===== config.mk =====
export PLATFORM = sky130hd
export DESIGN_NAME = alu_issue
export DESIGN_NICKNAME = d
export VERILOG_FILES = /design/src/rtl/alu_issue.sv
export SDC_FILE = /design/constraint.sdc
export NUM_CORES = 1
export LEC_CHECK = 0
export ABC_AREA = 1
export CORE_UTILIZATION = 46
export DETAILED_ROUTE_END_ITERATION = 8
export PLACE_DENSITY = 0.9
export SKIP_CTS_REPAIR_TIMING = 1
export SLEW_MARGIN = 20
export SYNTH_ARGS = -nofsm -noshare
export SYNTH_HDL_FRONTEND = slang
export SYNTH_SLANG_ARGS = --single-unit

===== constraint.sdc =====
create_clock -name Clk -period 6.4 [get_ports Clk]
set_input_delay 0.96 -clock Clk [delete_from_list [all_inputs] [get_ports Clk]]
set_output_delay 0.96 -clock Clk [all_outputs]
set_load 0.005 [all_outputs]

===== src/rtl/alu_issue.sv =====
// RV32I issue stage: decodes an instruction into an ALU op plus two operands and
// registers them behind a valid/ready handshake. Define ALU_ISSUE_SKID_EN for a 2-entry skid buffer.
package pkg;
  typedef enum logic [3:0] {
    ALU_ADD  = 4'd0,
    ALU_SUB  = 4'd1,
    ALU_SLL  = 4'd2,
    ALU_SLT  = 4'd3,
    ALU_SLTU = 4'd4,
    ALU_XOR  = 4'd5,
    ALU_SRL  = 4'd6,
    ALU_SRA  = 4'd7,
    ALU_OR   = 4'd8,
    ALU_AND  = 4'd9
  } t_alu_op;
endpackage

module alu_issue
  import pkg::*;
#(
  parameter logic [31:0] RESET_PC = 32'h0000_0000
) (
  input  logic        Clk,
  input  logic        Rst,
  input  logic        flush,
  input  logic        in_valid,
  output logic        in_ready,
  input  logic [31:0] in_instr,
  input  logic [31:0] in_pc,
  input  logic [31:0] in_rs1_data,
  input  logic [31:0] in_rs2_data,
  output logic        out_valid,
  input  logic        out_ready,
  output t_alu_op     alu_op,
  output logic [31:0] alu_in1,
  output logic [31:0] alu_in2,
  output logic [31:0] out_rs2_data,
  output logic [31:0] out_pc,
  output logic [4:0]  out_rd,
  output logic        out_rd_we,
  output logic        out_illegal
);

  typedef enum logic [6:0] {
    OPC_OP     = 7'b0110011,
    OPC_OPIMM  = 7'b0010011,
    OPC_LUI    = 7'b0110111,
    OPC_AUIPC  = 7'b0010111,
    OPC_JAL    = 7'b1101111,
    OPC_JALR   = 7'b1100111,
    OPC_LOAD   = 7'b0000011,
    OPC_STORE  = 7'b0100011,
    OPC_BRANCH = 7'b1100011
  } t_opcode;

  localparam logic [6:0] F7_BASE = 7'b0000000;
  localparam logic [6:0] F7_ALT  = 7'b0100000;

  typedef struct packed {
    t_alu_op     op;
    logic [31:0] in1;
    logic [31:0] in2;
    logic [31:0] rs2;
    logic [31:0] pc;
    logic [4:0]  rd;
    logic        rd_we;
    logic        illegal;
  } t_entry;

  localparam t_entry ENTRY_RST = '{
    op: ALU_ADD, in1: '0, in2: '0, rs2: '0, pc: RESET_PC, rd: '0, rd_we: 1'b0, illegal: 1'b0
  };

  function automatic t_alu_op f3_op(input logic [2:0] f3);
    t_alu_op op;
    case (f3)
      3'b000:  op = ALU_ADD;
      3'b001:  op = ALU_SLL;
      3'b010:  op = ALU_SLT;
      3'b011:  op = ALU_SLTU;
      3'b100:  op = ALU_XOR;
      3'b101:  op = ALU_SRL;
      3'b110:  op = ALU_OR;
      default: op = ALU_AND;
    endcase
    return op;
  endfunction

  logic [2:0]  f3;
  logic [6:0]  f7;
  logic [4:0]  rd;
  logic [31:0] i_imm;
  logic [31:0] s_imm;
  logic [31:0] u_imm;
  logic [31:0] shamt;

  assign f3    = in_instr[14:12];
  assign f7    = in_instr[31:25];
  assign rd    = in_instr[11:7];
  assign i_imm = {{20{in_instr[31]}}, in_instr[31:20]};
  assign s_imm = {{20{in_instr[31]}}, in_instr[31:25], in_instr[11:7]};
  assign u_imm = {in_instr[31:12], 12'b0};
  assign shamt = {27'b0, in_instr[24:20]};

  logic        legal;
  t_alu_op     d_op;
  logic [31:0] d_in1;
  logic [31:0] d_in2;
  logic        d_we;
  t_entry      dec;

  always_comb begin
    legal = 1'b0;
    d_op  = ALU_ADD;
    d_in1 = '0;
    d_in2 = '0;
    d_we  = 1'b0;
    case (in_instr[6:0])
      OPC_OP: begin
        d_in1 = in_rs1_data;
        d_in2 = in_rs2_data;
        d_we  = 1'b1;
        if (f7 == F7_BASE) begin
          legal = 1'b1;
          d_op  = f3_op(f3);
        end else if (f7 == F7_ALT && f3 == 3'b000) begin
          legal = 1'b1;
          d_op  = ALU_SUB;
        end else if (f7 == F7_ALT && f3 == 3'b101) begin
          legal = 1'b1;
          d_op  = ALU_SRA;
        end
      end
      OPC_OPIMM: begin
        d_in1 = in_rs1_data;
        d_in2 = i_imm;
        d_we  = 1'b1;
        legal = 1'b1;
        d_op  = f3_op(f3);
        // Only shifts reuse imm[11:5] as funct7; other OP-IMM forms treat it as immediate.
        if (f3 == 3'b001 || f3 == 3'b101) begin
          d_in2 = shamt;
          if (f7 == F7_ALT && f3 == 3'b101) d_op = ALU_SRA;
          else if (f7 != F7_BASE)           legal = 1'b0;
        end
      end
      OPC_LUI: begin
        legal = 1'b1;
        d_in2 = u_imm;
        d_we  = 1'b1;
      end
      OPC_AUIPC: begin
        legal = 1'b1;
        d_in1 = in_pc;
        d_in2 = u_imm;
        d_we  = 1'b1;
      end
      OPC_JAL: begin
        legal = 1'b1;
        d_in1 = in_pc;
        d_in2 = 32'd4;
        d_we  = 1'b1;
      end
      OPC_JALR: begin
        legal = (f3 == 3'b000);
        d_in1 = in_pc;
        d_in2 = 32'd4;
        d_we  = 1'b1;
      end
      OPC_LOAD: begin
        legal = (f3 == 3'b000) || (f3 == 3'b001) || (f3 == 3'b010) ||
                (f3 == 3'b100) || (f3 == 3'b101);
        d_in1 = in_rs1_data;
        d_in2 = i_imm;
        d_we  = 1'b1;
      end
      OPC_STORE: begin
        legal = (f3 <= 3'b010);
        d_in1 = in_rs1_data;
        d_in2 = s_imm;
      end
      OPC_BRANCH: begin
        d_in1 = in_rs1_data;
        d_in2 = in_rs2_data;
        case (f3)
          3'b000, 3'b001: begin legal = 1'b1; d_op = ALU_SUB;  end
          3'b100, 3'b101: begin legal = 1'b1; d_op = ALU_SLT;  end
          3'b110, 3'b111: begin legal = 1'b1; d_op = ALU_SLTU; end
          default:        legal = 1'b0;
        endcase
      end
      default: legal = 1'b0;
    endcase

    dec.op      = legal ? d_op  : ALU_ADD;
    dec.in1     = legal ? d_in1 : '0;
    dec.in2     = legal ? d_in2 : '0;
    dec.rs2     = in_rs2_data;
    dec.pc      = in_pc;
    dec.rd      = rd;
    dec.rd_we   = legal && d_we && (rd != 5'd0);
    dec.illegal = !legal;
  end

  t_entry main_q;
  logic   main_valid;
  logic   in_xfer;
  logic   out_xfer;

  assign in_xfer  = in_valid && in_ready;
  assign out_xfer = main_valid && out_ready;

`ifdef ALU_ISSUE_SKID_EN
  t_entry skid_q;
  logic   skid_valid;

  // in_ready comes straight off a flop, so out_ready never reaches it combinationally.
  assign in_ready = !skid_valid;

  always_ff @(posedge Clk or posedge Rst) begin
    if (Rst) begin
      main_valid <= 1'b0;
      skid_valid <= 1'b0;
      main_q     <= ENTRY_RST;
      skid_q     <= ENTRY_RST;
    end else if (flush) begin
      main_valid <= 1'b0;
      skid_valid <= 1'b0;
    end else if (out_xfer || !main_valid) begin
      // Main slot frees this edge: the older skid entry takes priority over new input.
      if (skid_valid) begin
        main_q     <= skid_q;
        main_valid <= 1'b1;
        skid_valid <= 1'b0;
      end else if (in_xfer) begin
        main_q     <= dec;
        main_valid <= 1'b1;
      end else begin
        main_valid <= 1'b0;
      end
    end else if (in_xfer) begin
      skid_q     <= dec;
      skid_valid <= 1'b1;
    end
  end
`else
  assign in_ready = !main_valid || out_ready;

  always_ff @(posedge Clk or posedge Rst) begin
    if (Rst) begin
      main_valid <= 1'b0;
      main_q     <= ENTRY_RST;
    end else if (flush) begin
      main_valid <= 1'b0;
    end else if (in_xfer) begin
      main_q     <= dec;
      main_valid <= 1'b1;
    end else if (out_xfer) begin
      main_valid <= 1'b0;
    end
  end
`endif

  assign out_valid    = main_valid;
  assign alu_op       = main_q.op;
  assign alu_in1      = main_q.in1;
  assign alu_in2      = main_q.in2;
  assign out_rs2_data = main_q.rs2;
  assign out_pc       = main_valid ? main_q.pc : RESET_PC;
  assign out_rd       = main_q.rd;
  assign out_rd_we    = main_q.rd_we;
  assign out_illegal  = main_q.illegal;

endmodule

After elaboration in Yosys (flattened, before gate mapping) --
Cells that the tools add are included. W data, S select, Z words.
Storage, ports and cells: register bits 140, input port bits 133, logic and storage cells 86
Operators by class: magnitude comparators 1, equality and inequality tests 17, mux-type cells 27, bitwise operators 1, reductions and logical operators 31
Operators with widths (number):
- $pmux W32 S6 | 1
- $mux W32 | 4
- $pmux W32 S2 | 1
- $eq A7 B6 Y1 const B | 4
- $pmux W4 S7 | 1
- $eq A7 B7 Y1 const B | 3
- $mux W4 | 4
- $eq A7 B5 Y1 const B | 2
- $eq A3 B3 Y1 const B | 4
- $pmux W4 S3 | 1
- $reduce_or A2 Y1 | 6
- $mux W1 | 11
- $pmux W3 S3 | 1
- $eq A7 B2 Y1 const B | 1
- $logic_not A7 Y1 | 1
- $pmux W1 S7 | 1
- $reduce_bool A7 Y1 | 1
- $reduce_or A7 Y1 | 1
- $eq A3 B2 Y1 const B | 2
- $logic_and A1 B1 Y1 | 6
- $logic_or A1 B1 Y1 | 6
- $mux W3 | 2
- $reduce_or A3 Y1 | 2
- $reduce_or A6 Y1 | 1
- other kinds (9) | 10

Longest topological paths before layout --
Gate-level depths: netlist (run 1).
depth in word-level cells 8, gate-level depth with buffers 12, mapped depth without buffers 11

Worst setup path before layout (run 1) --
No wires, ideal clock.
path type input to register, start point in in_instr[1], end point reg main_q, in the netlist alu_in1[0], library setup time 113 ps, data arrival time 2042 ps, slack 4245 ps, stages 11, path through nand2_1 inv_2 nand2_2 inv_2 nand2_1 o21ai_1 nor2_2 nand4_1 buf_4 nand2_1 inv_1
On the way: word-level cells in the longest chain between the ends 4, elaborated cells on any way between the ends 15
RTL lines:
- start, declared | line 28 | input logic [31:0] in_instr,
- $eq A7 B7 Y1 (tied with other cells) | line 118 | case (in_instr[6:0])
- $reduce_or A3 Y1 (no source line) or $reduce_or A5 Y1 (tied branches)
- $pmux W1 S7 or $pmux W32 S2 (tied branches) | line 118
- $mux W32 * | line 196 | dec.in1 = legal ? d_in1 : '0;
- end signal, assigned | line 252 | main_q <= ENTRY_RST;
- end signal, assigned | line 256 | main_q <= dec;
- end, declared | line 205 | t_entry main_q;
Every way passes the cells marked *; elsewhere a longest branch is shown, timed or not. A chain may end at the register's enable or synchronous reset.

Worst setup path in the final report (run 1) --
start point in in_instr[6], end point reg main_q, in the netlist alu_in2[22]
On the way: word-level cells in the longest chain between the ends 4, elaborated cells on any way between the ends 16
RTL lines:
- $eq A7 B7 Y1 (tied with other cells) | line 118
- $reduce_or A3 Y1 (no source line) or $reduce_or A2 Y1 (tied branches)
- $pmux W1 S7 or $pmux W32 S6 (tied branches) | line 118
- $mux W32 * | line 197 | dec.in2 = legal ? d_in2 : '0;
Marks and branches as above.

==> flow_summary.ini, run 1 <==
[logic_synthesis]
ys_seq_area_share_pct = 45.2
yosys_warnings = 0
syn_area_per_cell_um2 = 7.11
synthCells = 1090
ys_seq_elements = 140
syn_nets = 1223
ys_types = 23
netlist_area_um2 = 7750

[clock_network]
clockBufferDepth = 2
cts-buffers-inserted = 17
clk_pin_slew_worst_paths_ns = 0.06
ctsHtreeMaxLevel = 4
cts_tree = built
cts_root_buf = clkbuf_16
insertion_delay_ns = 0.42
cts.sink_count = 140

[sta]
grt_setup_unrepaired = false
finalHoldViolCount = 0
setup-violations-final = 0
fin_crit_sh_pct = 57.0
min_period_ns = 3.65
skew_ns = 0.00405
max_slew_margin_pct = 25.5
worstMarginPinSlew_ns = 1.11
max_freq_ghz = 0.274
slew_violations = 0
hold_ws_ns = 0.469
setup_tns_ns = 0

[critical_path]
rr_worst_depth = 8
rr_endpoint = alu_in1[7]
crit_path_cell_trace = clkdlybuf4s50_1 > nor2_2 > nand3_1 > nand2_1 > nor2_1 > nand2_1 > nand2_1 > a21oi_1 > nand2_1 > nand2_1
crit_path_end = alu_in2[22]
crit_top_cell = nand2_1
cp.depth = 10
crit_type = primary input to register
critPathLaunchType = primary input
worst_setup_path_end_kind = register
cp_data_arrival_time_ns = 4.00
cp_data_required_time_ns = 6.75
max_stage_delay_ns = 0.65
setup.worst_path.start = in_instr[6]
crit_slowest_cell = nand3_1
path_delay_family = simple AND/OR/NAND/NOR gates
critPathMaxFanout = 32
path_buf_inv = 1
reg2reg_slack_ns = 3.67
r2r_start = out_valid

[layout]
design_area_um2 = 10500
area_growth_pct = 34.9
stdcell_count = 1469
final_nets = 1369
final_common_cell = nand2_1
layout.cells.most_common_list = nand2_1 (495), clkdlybuf4s50_1 (273), dfrtp_1 (140), inv_1 (81), nor2_1 (64)
fill_cells = 1368
drive_above_1_share_pct = 5.12
antenna_cells = 0

[power]
ir_drop_mv = 0.171
p_leak_nw = 5.26
p_clk_share_pct = 42.8
power_density_nw_per_um2 = 228
seq_power_share_pct = 41.5
switching_share_pct = 25.4
net-switching-power_mw = 0.607
internal_power_mw = 1.78
power_frac_comb_pct = 15.6

[drt]
antenna_left = 0
finalWirelength_mm = 22.6
first_pass_iters = 5
routed_via_density = 5.00
wl_per_cell_um = 15.4
via_count = 7350
drc_errors = 0
drt_first_iter_violations = 503

[global_route]
antenna_found_initial = 0
grt_pass1_wl_mm = 36.3
gr-usage-all-layers_pct = 26.4
grt_pass1_vias = 7207
grt_start_max_net_pins = 95
grt_overflow_total = 0

[place]
place.gp.congestion = 0.929
place_inst = 1436
port_buffers = 273
dpl.hpwl_mm = 15.5
post_dp_cell_area_um2 = 9820

[outcome]
status = complete, no violations

[floorplan]
fp.dieW_um = 132
die-area_um2 = 17400
dieHeight_um = 132
core.rowCount = 47
core-area_um2 = 16500
io_pins = 274
start_util_pct = 46.9

[worst_hold_path]
worstHoldPathType = register to register

[job]
maxCapViolCount = 0
-- state kept, by name, indices dropped and copies added (netlist names) --
| name | flops |
|---|---|
| out_illegal | 1 |
| out_rd_we | 1 |
| out_rd | 5 |
| out_valid | 1 |
| alu_in2 | 32 |
| alu_op | 4 |
| out_rs2_data | 32 |
| main_q | 32 |
| alu_in1 | 32 |
-- final cells by class --
class	count	area, µm²	area share [%]
multi-input combinational	704	2900	27.7
clock buffer	19	443	4.24
clock inverter	13	166	1.59
inverter	91	349	3.34
timing repair buffer	282	2820	27.0
sequential	140	3500	33.5
tap	220	275	2.63
-- Yosys cell counts --
cell type  count  area [µm²]
inv_1         82         308
nand3_1       21         105
dfrtp_1      140        3500
buf_2         20         100
nor3_1         3        15.0
o31ai_1        2        15.0
nor2_2         5        31.3
nor2_1        65         244
clkinv_1       2        7.51
clkbuf_1      17        63.8
nand3_2        2        20.0
nor2_4         2        22.5
nand2_1      495        1860
o211ai_1      10        75.1
inv_2          7        26.3
clkbuf_2       1        5.00
buf_4        109         818
nand4_1        1        6.26
o21ai_0       21         105
a21oi_1       56         280
buf_1          8        30.0
o21ai_1       16        80.1
nand2_2        5        31.3
-- power by group through the flow --
stage | Clock (mW) | Sequential [mW] | Combinational (mW)
after global routing | 1.07 | 0.998 | 0.407
final | 1.02 | 0.991 | 0.373
after global placement | 0 | 1.00 | 0.362
after detailed placement | 0 | 1.00 | 0.370
after CTS | 1.03 | 0.990 | 0.373
after floorplan | 0 | 0.995 | 0.189
-- how the worst min path moves through the flow --
stage	startpoint	slack, ns	endpoint	depth (start not counted)
6_report	out_rs2_data[15]	0.47	out_rs2_data[15]	2
4_1_cts	main_q[7]	0.47	main_q[7]	2
3_5_place_dp	out_rs2_data[19]	0.46	out_rs2_data[19]	2
2_1_floorplan	main_q[10]	0.44	main_q[10]	2
5_1_grt	out_rs2_data[30]	0.49	out_rs2_data[30]	2
3_3_place_gp	main_q[27]	0.45	main_q[27]	2
-- stage by stage --
step | util (%) | total power [mW] | worst slack (ns)
global placement | 59.4 | 1.36 | 2.36
finish | 63.3 | 2.39 | 2.75
CTS | 63.1 | 2.39 | 2.74
detailed placement | 59.4 | 1.37 | 2.34
global route | 63.3 | 2.47 | 2.47
floorplan | - | 1.18 | 1.69
-- kinds of logic after synthesis --
group,count (synthesis),share of synthesized area (%)
DFF,140,45.2
and+or+nand+nor,599,30.1
buffers and inverters,246,17.5
AOI/OAI and AO/OA,105,7.17
-- layer usage --
metal | track usage, % | wire length, µm | vias up | part of all wire, %
li1 | - | - | 3505 | -
met1 | 32.9 | 9080 | 3365 | 40
met2 | 43.0 | 10500 | 416 | 46
met3 | 7.23 | 2210 | 64 | 9.8
met4 | 11.9 | 797 | 0 | 3.5
met5 | 0 | 0 | - | 0
-- tightest hold or removal path: cells and delay by family (launching register included) --
family | cells | cell delay [ns]
DFF | 1 | 0.34
and+or+nand+nor | 2 | 0.10
(Power assumes the default switching activity.)
==> inputs of run 2 (changes only) <==
--- a/config.mk
+++ b/config.mk
@@ -6,9 +6,9 @@
 export NUM_CORES = 1
 export LEC_CHECK = 0
 export ABC_AREA = 1
-export CORE_UTILIZATION = 46
+export CORE_UTILIZATION = 41
 export DETAILED_ROUTE_END_ITERATION = 8
-export PLACE_DENSITY = 0.9
+export PLACE_DENSITY = 0.85
 export SKIP_CTS_REPAIR_TIMING = 1
 export SLEW_MARGIN = 20
 export SYNTH_ARGS = -nofsm -noshare
==> constraint.sdc (replaced) <==
create_clock -name Clk -period 2.92 [get_ports Clk]
set_input_delay 0.438 -clock Clk [delete_from_list [all_inputs] [get_ports Clk]]
set_output_delay 0.438 -clock Clk [all_outputs]
set_load 0.005 [all_outputs]
==> run 2 against run 1 <==
Compared with the run above: critical path depth is 6 lower; clock power is 120% higher; count of clock-buffer cells in the layout increased by 4; combinational power increased by 120%; register-to-register slack worse by 3.0 ns; die area grew 12%; critical endpoint is now out_pc[17].
==> flow_summary.ini, run 2 (synthesis gave the netlist of run 1 again) <==
[outcome]
status = complete, no violations

[clock_network]
cts_root_buf = clkbuf_16
clk_pin_slew_worst_paths_ns = 0.06
cts-buffers-inserted = 17
ctsHtreeMaxLevel = 4
cts.sink_count = 140
cts_tree = built
clockBufferDepth = 2
insertion_delay_ns = 0.41

[sta]
min_period_ns = 2.59
setup_ws_ns = 0.327
grt_setup_unrepaired = false
finalHoldViolCount = 0
fin_crit_sh_pct = 88.8
setup-violations-final = 0
hold_ws_ns = 0.468
max_slew_margin_pct = 56.8
max_freq_ghz = 0.386
setup_tns_ns = 0
worstMarginPinSlew_ns = 0.647
skew_ns = 0.00651
slew_violations = 0

[place]
place_inst = 1456
place_ws_ns = 0.415
place.gp.congestion = 0.886
dpl.hpwl_mm = 17.2
port_buffers = 273

[drt]
via_count = 7367
drt_first_iter_violations = 483
first_pass_iters = 4
routed_via_density = 4.95
finalWirelength_mm = 23.6
drc_errors = 0
antenna_left = 0
wl_per_cell_um = 15.9

[layout]
register_area_um2 = 3500
layout.cells.most_common_list = nand2_1 (495), clkdlybuf4s50_1 (273), dfrtp_1 (140), inv_1 (81), nor2_1 (64)
final_common_cell = nand2_1
post-route-util_pct = 57.7
drive_above_1_share_pct = 5.72
area_growth_pct = 35.9
stdcell_count = 1488
fill_cells = 1665
multi_input_area_um2 = 2900
final_nets = 1379
antenna_cells = 0

[power]
p_leak_nw = 5.30
ir_drop_mv = 0.380
power_density_nw_per_um2 = 498

[global_route]
antenna_found_initial = 0
grt_pass1_vias = 7258
grt_pass1_wl_mm = 37.9
grt_start_max_net_pins = 68
grt_overflow_total = 0
gr-usage-all-layers_pct = 24.7

[critical_path]
cp_data_arrival_time_ns = 2.15
cp_data_required_time_ns = 2.48
worst_setup_path_end_kind = primary output
crit_type = register to primary output
critPathMaxFanout = 21
critPathLaunchType = register

[floorplan]
core.rowCount = 49
io_pins = 274
core-area_um2 = 18300
fp.dieW_um = 139
start_util_pct = 42.4
die-area_um2 = 19500
dieHeight_um = 139

[job]
maxCapViolCount = 0

[worst_hold_path]
worstHoldPathType = register to register
## run 2: cell types whose count changed in the layout (fill, tap and decap cells not counted), sizes merged
| cell | previous run | this run |
|---|---|---|
| buf | 9 | 19 |
| clkinv | 7 | 6 |
| inv | 91 | 88 |
| clkbuf | 19 | 23 |
## run 2: final timing paths
kind	start	slack (ns)	to	depth (start not counted)
min	out_rs2_data[21]	0.47	out_rs2_data[21]	2
min reg2reg	out_rs2_data[21]	0.47	out_rs2_data[21]	2
max	out_valid	0.33	out_pc[17]	4
max in group asynchronous	Rst	1.99	main_q[31]	3
min in group asynchronous	Rst	0.48	out_rs2_data[7]	3
max reg2reg	out_valid	0.64	alu_in1[19]	8
## run 2: routing by layer
metal  vias up  global-route usage, %  wire, µm
met5         -                      0         0
met4         0                   10.0       670
met3        50                   7.57      2290
met2       345                   41.3     11200
met1      3453                   29.7      9450
li1       3519                      -         -
## run 2: cell type report
type,count,share of cell area [%]
Clock buffer,23,4.54
Clock inverter,9,1.29
Inverter,91,3.30
Multi-Input combinational cell,704,27.5
Sequential cell,140,33.3
Tap cell,229,2.72
Timing Repair Buffer,292,27.4
## run 2: worst max-delay path, cell delays in order (launching register included)
cell             delay [ns]
dfrtp_1                0.69
buf_4                  0.36
nand2_1                0.08
inv_1                  0.10
clkdlybuf4s50_1        0.51
## run 2: power breakdown
group | internal [mW] | switching [mW]
Clock | 1.42 | 0.834
Sequential | 2.09 | 0.0865
Combinational | 0.443 | 0.383
## run 2: metrics by stage
step	power, mW	area, µm²
floorplan	2.60	7750
global placement	3.01	9920
detailed placement	3.03	9920
CTS	5.30	10500
global route	5.47	10500
finish	5.25	10500
